===== config.mk =====
export PLATFORM = sky130hd
export DESIGN_NAME = kp_collector_flat
export DESIGN_NICKNAME = d
export VERILOG_FILES = /design/src/rtl/kp_collector_pkg.sv /design/src/rtl/kp_collector_if.sv /design/src/rtl/kp_collector_fifo.sv /design/src/rtl/kp_collector.sv /design/src/flat_wrapper.sv
export SDC_FILE = /design/constraint.sdc
export NUM_CORES = 2
export LEC_CHECK = 0
export CAP_MARGIN = 20
export CORE_ASPECT_RATIO = 1.4
export CORE_MARGIN = 2
export CORE_UTILIZATION = 56
export CTS_CLUSTER_DIAMETER = 120
export CTS_CLUSTER_SIZE = 30
export DETAILED_ROUTE_END_ITERATION = 8
export HOLD_SLACK_MARGIN = 0.03
export PLACE_DENSITY = 0.75
export SLEW_MARGIN = 20
export SYNTH_ARGS = -nofsm -noshare
export SYNTH_HDL_FRONTEND = slang
export SYNTH_SLANG_ARGS = --single-unit

===== constraint.sdc =====
create_clock -name i_clk -period 6.7 [get_ports i_clk]
set_input_delay 2.01 -clock i_clk [delete_from_list [all_inputs] [get_ports i_clk]]
set_output_delay 2.01 -clock i_clk [all_outputs]
set_load 0.03 [all_outputs]

===== src/rtl/kp_collector_pkg.sv =====
// Shared types and record layout for the keypoint collector: FSM states, record widths,
// field offsets of the keypoint and terminator records, and the record packing helpers.
package kp_collector_pkg;

    typedef enum logic [1:0] {
        S_IDLE    = 2'd0,
        S_COLLECT = 2'd1,
        S_TERM    = 2'd2
    } state_t;

    localparam int KP_W  = 52;
    localparam int REC_W = KP_W + 1;  // eof flag sits above the data word

    localparam int X_LSB     = 42;
    localparam int Y_LSB     = 32;
    localparam int SCORE_LSB = 24;
    localparam int COS_LSB   = 12;
    localparam int SIN_LSB   = 0;

    localparam int TERM_DROP_LSB = 16;
    localparam int TERM_KP_LSB   = 0;

    function automatic logic [KP_W-1:0] pack_kp(input logic [9:0]  x,
                                                input logic [9:0]  y,
                                                input logic [7:0]  score,
                                                input logic [11:0] cos_v,
                                                input logic [11:0] sin_v);
        logic [KP_W-1:0] r;
        r = '0;
        r[X_LSB     +: 10] = x;
        r[Y_LSB     +: 10] = y;
        r[SCORE_LSB +: 8]  = score;
        r[COS_LSB   +: 12] = cos_v;
        r[SIN_LSB   +: 12] = sin_v;
        return r;
    endfunction

    function automatic logic [KP_W-1:0] pack_term(input logic [15:0] drop_cnt,
                                                  input logic [15:0] kp_cnt);
        logic [KP_W-1:0] r;
        r = '0;
        r[TERM_DROP_LSB +: 16] = drop_cnt;
        r[TERM_KP_LSB   +: 16] = kp_cnt;
        return r;
    endfunction

endpackage


===== src/rtl/kp_collector_if.sv =====
// Keypoint record stream (valid/ready) from the collector to the descriptor/matching stage.
interface kp_collector_if;
    import kp_collector_pkg::*;

    logic            kp_valid;
    logic            kp_ready;
    logic [KP_W-1:0] kp_data;
    logic            kp_eof;

    modport master (output kp_valid, output kp_data, output kp_eof, input  kp_ready);
    modport slave  (input  kp_valid, input  kp_data, input  kp_eof, output kp_ready);

endinterface


===== src/rtl/kp_collector_fifo.sv =====
// First-word fall-through FIFO holding keypoint and terminator records.
// Pointers carry one extra wrap bit so full and empty are told apart by the difference.
module kp_collector_fifo #(
    parameter int WIDTH = 53,
    parameter int DEPTH = 64
) (
    input  logic                     i_clk,
    input  logic                     i_rst_n,
    input  logic                     push,
    input  logic [WIDTH-1:0]         wdata,
    input  logic                     pop,
    output logic [WIDTH-1:0]         rdata,
    output logic                     full,
    output logic                     empty,
    output logic [$clog2(DEPTH):0]   count
);
    localparam int AW = $clog2(DEPTH);

    logic [WIDTH-1:0] mem [DEPTH];
    logic [AW:0]      wr_ptr;
    logic [AW:0]      rd_ptr;
    logic             do_push;
    logic             do_pop;

    assign count   = wr_ptr - rd_ptr;
    assign full    = (count == (AW+1)'(DEPTH));
    assign empty   = (count == '0);
    assign do_push = push & ~full;
    assign do_pop  = pop & ~empty;

    always_ff @(posedge i_clk or negedge i_rst_n) begin
        if (!i_rst_n) begin
            wr_ptr <= '0;
            rd_ptr <= '0;
        end else begin
            if (do_push) wr_ptr <= wr_ptr + 1'b1;
            if (do_pop)  rd_ptr <= rd_ptr + 1'b1;
        end
    end

    always_ff @(posedge i_clk) begin
        if (do_push) mem[wr_ptr[AW-1:0]] <= wdata;
    end

    // Head is forced to zero while empty so stale storage never reaches the outputs.
    assign rdata = empty ? '0 : mem[rd_ptr[AW-1:0]];

endmodule


===== src/rtl/kp_collector.sv =====
// Collects flagged keypoints from the FAST detector into a FIFO and closes each frame with a
// terminator record. Optional score filter: define KP_SCORE_FILTER_EN.
module kp_collector
    import kp_collector_pkg::*;
#(
    parameter int         DEPTH     = 64,
    parameter logic [7:0] MIN_SCORE = 8'd30
) (
    input  logic             i_clk,
    input  logic             i_rst_n,
    input  logic             i_start,
    input  logic             i_end,
    input  logic             i_flag,
    input  logic [7:0]       i_score,
    input  logic [9:0]       i_coordinate_X,
    input  logic [9:0]       i_coordinate_Y,
    input  logic [11:0]      i_cos,
    input  logic [11:0]      i_sin,
    kp_collector_if.master   kp,
    output logic             o_frame_done,
    output logic             o_overflow
);
    localparam int CW = $clog2(DEPTH) + 1;

    state_t           state, state_nx;
    logic [15:0]      kp_cnt;
    logic [15:0]      drop_cnt;
    logic             start_pend;
    logic             score_ok;
    logic             keypoint;
    logic             push, pop, accept, drop, clr;
    logic [REC_W-1:0] wdata, rdata;
    logic             fifo_full, fifo_empty;
    logic [CW-1:0]    fifo_count;

    function automatic logic [15:0] sat_inc16(input logic [15:0] v);
        return (v == 16'hFFFF) ? v : v + 16'd1;
    endfunction

`ifdef KP_SCORE_FILTER_EN
    assign score_ok = (i_score >= MIN_SCORE);
`else
    logic unused_min_score;
    assign unused_min_score = ^MIN_SCORE;
    assign score_ok = 1'b1;
`endif

    assign keypoint = i_flag & score_ok;

    always_comb begin
        state_nx     = state;
        push         = 1'b0;
        wdata        = '0;
        accept       = 1'b0;
        drop         = 1'b0;
        clr          = 1'b0;
        o_frame_done = 1'b0;
        case (state)
            S_IDLE: begin
                if (i_start) begin
                    state_nx = S_COLLECT;
                    clr      = 1'b1;
                end
            end
            S_COLLECT: begin
                // One slot is always held back so the terminator can be written.
                if (keypoint) begin
                    if (fifo_count < CW'(DEPTH - 1)) begin
                        push   = 1'b1;
                        accept = 1'b1;
                        wdata  = {1'b0, pack_kp(i_coordinate_X, i_coordinate_Y, i_score, i_cos, i_sin)};
                    end else begin
                        drop = 1'b1;
                    end
                end
                if (i_end) state_nx = S_TERM;
            end
            S_TERM: begin
                drop = keypoint;
                if (!fifo_full) begin
                    push         = 1'b1;
                    wdata        = {1'b1, pack_term(drop_cnt, kp_cnt)};
                    o_frame_done = 1'b1;
                    if (start_pend || i_start) begin
                        state_nx = S_COLLECT;
                        clr      = 1'b1;
                    end else begin
                        state_nx = S_IDLE;
                    end
                end
            end
            default: state_nx = S_IDLE;
        endcase
    end

    always_ff @(posedge i_clk or negedge i_rst_n) begin
        if (!i_rst_n) begin
            state      <= S_IDLE;
            kp_cnt     <= '0;
            drop_cnt   <= '0;
            o_overflow <= 1'b0;
            start_pend <= 1'b0;
        end else begin
            state <= state_nx;
            if (clr) begin
                kp_cnt     <= '0;
                drop_cnt   <= '0;
                o_overflow <= 1'b0;
            end else begin
                if (accept) kp_cnt <= kp_cnt + 16'd1;
                if (drop) begin
                    drop_cnt   <= sat_inc16(drop_cnt);
                    o_overflow <= 1'b1;
                end
            end
            // A start seen while the terminator waits for space opens the next frame directly.
            if (state == S_TERM && state_nx == S_TERM) begin
                if (i_start) start_pend <= 1'b1;
            end else begin
                start_pend <= 1'b0;
            end
        end
    end

    assign pop = ~fifo_empty & kp.kp_ready;

    kp_collector_fifo #(
        .WIDTH (REC_W),
        .DEPTH (DEPTH)
    ) u_fifo (
        .i_clk   (i_clk),
        .i_rst_n (i_rst_n),
        .push    (push),
        .wdata   (wdata),
        .pop     (pop),
        .rdata   (rdata),
        .full    (fifo_full),
        .empty   (fifo_empty),
        .count   (fifo_count)
    );

    assign kp.kp_valid = ~fifo_empty;
    assign kp.kp_data  = rdata[KP_W-1:0];
    assign kp.kp_eof   = rdata[KP_W];

endmodule


===== src/flat_wrapper.sv =====
// flat-port wrapper written by rule: the top's interface ports become plain ports
module kp_collector_flat import kp_collector_pkg::*;
#(
    parameter int         DEPTH     = 64,
    parameter logic [7:0] MIN_SCORE = 8'd30
)
  (i_clk, i_rst_n, i_start, i_end, i_flag, i_score, i_coordinate_X, i_coordinate_Y, i_cos, i_sin, o_frame_done, o_overflow, kp_kp_valid, kp_kp_data, kp_kp_eof, kp_kp_ready);
  kp_collector_if kp_i ();
  input  logic i_clk;
  input  logic i_rst_n;
  input  logic i_start;
  input  logic i_end;
  input  logic i_flag;
  input  logic [7:0] i_score;
  input  logic [9:0] i_coordinate_X;
  input  logic [9:0] i_coordinate_Y;
  input  logic [11:0] i_cos;
  input  logic [11:0] i_sin;
  output logic o_frame_done;
  output logic o_overflow;
  output wire logic [$bits(kp_i.kp_valid)-1:0] kp_kp_valid;
  output wire logic [$bits(kp_i.kp_data)-1:0] kp_kp_data;
  output wire logic [$bits(kp_i.kp_eof)-1:0] kp_kp_eof;
  input wire logic [$bits(kp_i.kp_ready)-1:0] kp_kp_ready;
  assign kp_kp_valid = kp_i.kp_valid;
  assign kp_kp_data = kp_i.kp_data;
  assign kp_kp_eof = kp_i.kp_eof;
  assign kp_i.kp_ready = kp_kp_ready;
  kp_collector #(.DEPTH(DEPTH), .MIN_SCORE(MIN_SCORE)) u_core (.i_clk(i_clk), .i_rst_n(i_rst_n), .i_start(i_start), .i_end(i_end), .i_flag(i_flag), .i_score(i_score), .i_coordinate_X(i_coordinate_X), .i_coordinate_Y(i_coordinate_Y), .i_cos(i_cos), .i_sin(i_sin), .kp(kp_i), .o_frame_done(o_frame_done), .o_overflow(o_overflow));
endmodule

==> results.cfg <==
[status]
outcome = completed

[critical_path]
crit_arrival_ns = 4.65
worstSetupStartpointType = register
crit_cells = 7
max_stage_delay_ns = 0.59
path_buf_inv = 3
worstPathCellList = buf_12 > buf_12 > mux4_2 > mux4_2 > mux2i_1 > a211oi_1 > buf_12
cp_slowest_cell = dfrtp_4
rr_startpoint = u_core.u_fifo.wr_ptr[0]
rr_worst_depth = 12
worstPathRequired_ns = 4.69
crit_type = reg -> out
critPathLaunch = u_core.u_fifo.rd_ptr[1]
cpMostUsedCell = buf_12
cp-end-kind = output pin
cp_top_family = multiplexers
crit_fanout = 121

[routing]
dr.pass1.iters = 5
drc_errors = 0
drt_iter0_markers = 9800
final_antenna_net_count = 0
drt-total-wl_mm = 340
wire_per_inst_um = 38.8
vias = 62100
via_per_inst = 7.09

[power]
irDropWorstVdd_uv = 466
p_total_w = 0.0490
p_clk_share_pct = 20.6
switchingPower_w = 0.0147
p_leak_nw = 38.7
p_per_area_mw_per_mm2 = 340
sequentialPowerShare_pct = 48.8
internal_power_w = 0.0343
combPwrFrac_pct = 30.6
switching_share_pct = 30.0

[worst_hold_path]
min_path_type = reg -> reg
hp-start = u_core.u_fifo.rd_ptr[6]
hold_depth = 1

[synthesis]
synth.yosys.seq_area_share_pct = 77.8
async_flop_share_pct = 1.45
synthSimpleGateAreaFrac_pct = 1.50
ys_types = 63
synthFlopType = edfxtp_1
syn-instance-count = 5472
ys_ff_latch = 3442
synthMuxAreaShare_pct = 18.5
syn-mean-instance-area_um2 = 24.2
ys_warn_count = 0
synth_fa_ha_area_share_pct = 0.147
synthXorXnorAreaFrac_pct = 0.212
synth_compound_area_share_pct = 0.837
synth_edf_count = 3392
synth_top_family_by_area = multiplexers
syn-num-nets = 5545
netlist_area_mm2 = 0.132

[die]
coreArea_mm2 = 0.235
die_area_mm2 = 0.240
start_util_pct = 56.2
die-width_um = 415
pin_count = 114
die_y_um = 579
rows = 211

[layout]
seq_area_mm2 = 0.103
drive_above_1_share_pct = 29.0
multi_input_area_mm2 = 0.0288
nFillCells = 15400
final_cell_area_mm2 = 0.144
area_growth_pct = 8.59
fin_nets = 5713

[sta]
finalHoldViolCount = 0
report.final.slew_viol_count = 0
max_freq_ghz = 0.150
fin_ws_ns = 0.0382
post-route-period-util_pct = 99.4
skew_ns = 0.0742
slew-limit-headroom_pct = 22.5
rsz0062_at_grt = yes
fin_setup_tns_ns = 0
setup-violations-final = 0
finalCriticalPeriod_ns = 6.66
tightest_slew_ns = 1.16

[place]
port_buffers = 113
place_ws_ns = 0.337
hpwl_mm = 188
gp_congestion = 0.907
dpl_cell_area_mm2 = 0.140

[clock_network]
clkSinkCount = 3442
htreeDepth = 4
tritoncts = done
cts-root-buf = clkbuf_16
clk_pin_slew_worst_paths_ns = 0.12
cts_hold_buf = 0
clk-insertion-delay-late_ns = 0.88
clock_path_buffers = 4
cts_buffers = 141

[global_route]
antenna_found_initial = 6
grt_overflow = 0
track_usage_pct = 28.4
grt_pass1_wl_mm = 474
grt_pass1_vias = 62100
grt_max_degree = 168

[run]
drv_cap = 0
## worst register-to-register path: cells and delay by family, from the launching register on
| family | cells | cell delay [ns] |
|---|---|---|
| AND/OR/NAND/NOR | 3 | 2.11 |
| AO/OA/AOI/OAI | 3 | 1.24 |
| buffers and inverters | 3 | 0.70 |
| adder cells (fa/ha/maj) | 2 | 0.67 |
| flip-flops | 1 | 0.46 |
| XOR/XNOR | 1 | 0.31 |
## stage by stage
stage          instances  utilization [%]  hold slack (ns)
6_report            8765             61.1            0.501
3_3_place_gp        8579             59.3            0.477
3_5_place_dp        8581             59.3            0.485
4_1_cts             8754             61.0            0.505
2_1_floorplan       5472                -            0.461
5_1_grt             8762             61.1            0.525
## cells by family (layout without fill, tap and decap cells)
kind of cell / Yosys count / count (layout)
AO/OA/AOI/OAI: 144 / 144
XOR/XNOR: 32 / 32
flip-flops: 3442 / 3442
adder cells (fa/ha/maj): 15 / 15
other: 0 / 7
AND/OR/NAND/NOR: 404 / 404
multiplexers: 1118 / 1118
buffers and inverters: 317 / 515
## cell usage after synthesis, types with 3 or more instances
cell type	count	area share [%]
edfxtp_1	3392	77
mux4_2	1059	18
clkbuf_1	182	0.52
nand2_1	129	0.37
buf_2	93	0.35
nor2_1	93	0.26
and3_1	67	0.32
mux2i_1	57	0.43
a211oi_1	53	0.30
dfrtp_1	50	0.94
a22o_1	32	0.21
and2_1	26	0.12
buf_1	25	0.071
nand3_1	20	0.076
nand4_1	19	0.090
xor2_1	19	0.13
a21oi_1	14	0.053
ha_1	14	0.13
inv_1	13	0.037
xnor2_1	13	0.086
nor3_1	8	0.030
or4_1	8	0.045
o21ai_0	6	0.023
or3_1	6	0.028
nor2b_1	5	0.024
nor3b_1	5	0.028
o31ai_1	5	0.028
a211o_1	3	0.020
a31oi_1	3	0.014
nand4b_1	3	0.020
o21a_1	3	0.017
## layout make-up
cell class / count / share of cell area [%]
diodes: 7 / 0.0122
clock buffers: 169 / 2.59
clock inverters: 4 / 0.0444
inverters: 15 / 0.0513
multi-input cells: 1713 / 20.0
flip-flops and latches: 3442 / 71.7
well taps: 3088 / 2.69
repair buffers: 327 / 2.88
## cell usage in the layout, fill, tap and decap left out, drive strengths merged, types with 26 or more instances in the layout
master and n:
a211oi 55, a22o 32, and2 26, and3 67, buf 270, clkbuf 169
clkdlybuf4s50 57, dfrtp 50, edfxtp 3392, mux2i 57, mux4 1059, nand2 129
nor2 93
## layer usage
metal | routed length [µm] | track usage [%]
met3 | 34600 | 4.74
met2 | 171000 | 47.4
met5 | 13 | 0
met1 | 115000 | 37.0
met4 | 19200 | 13.2
## sequential cells by signal, indices dropped and copies added, names as in the netlist
name / count
u_core.drop_cnt: 16
u_core.u_fifo.rd_ptr: 7
u_core.kp_cnt: 16
u_core.o_overflow: 1
u_core.u_fifo.wr_ptr: 7
u_core.start_pend: 1
u_core.state: 2
u_core.u_fifo.mem: 3392
## power by group through the flow
stage / Combinational (W) / Sequential (W) / Clock [W]
after detailed placement: 0.0149 / 0.0244 / 0
after global placement: 0.0148 / 0.0244 / 0
after global routing: 0.0155 / 0.0239 / 0.0108
after floorplan: 0.00941 / 0.0243 / 0
final: 0.0150 / 0.0239 / 0.0101
after CTS: 0.0150 / 0.0239 / 0.0102
## timing repair
| item | in CTS | in global routing |
|---|---|---|
| gates cloned | 0 | 0 |
| endpoints found under the setup margin | 36 | 38 |
| buffers inserted | 0 | 4 |
| gates resized for setup | 18 | 14 |
## path summary, 6_finish.rpt
check	endpoint	slack (ns)
max	kp_kp_data[28]	0.04
min	u_core.u_fifo.rd_ptr[6]	0.50
max reg2reg	u_core.u_fifo.mem[15][30]	0.88
min reg2reg	u_core.u_fifo.rd_ptr[6]	0.50
max in group asynchronous	u_core.u_fifo.rd_ptr[1]	4.81
min in group asynchronous	u_core.drop_cnt[15]	1.30
Note: power is estimated with default switching activity, not from simulation.
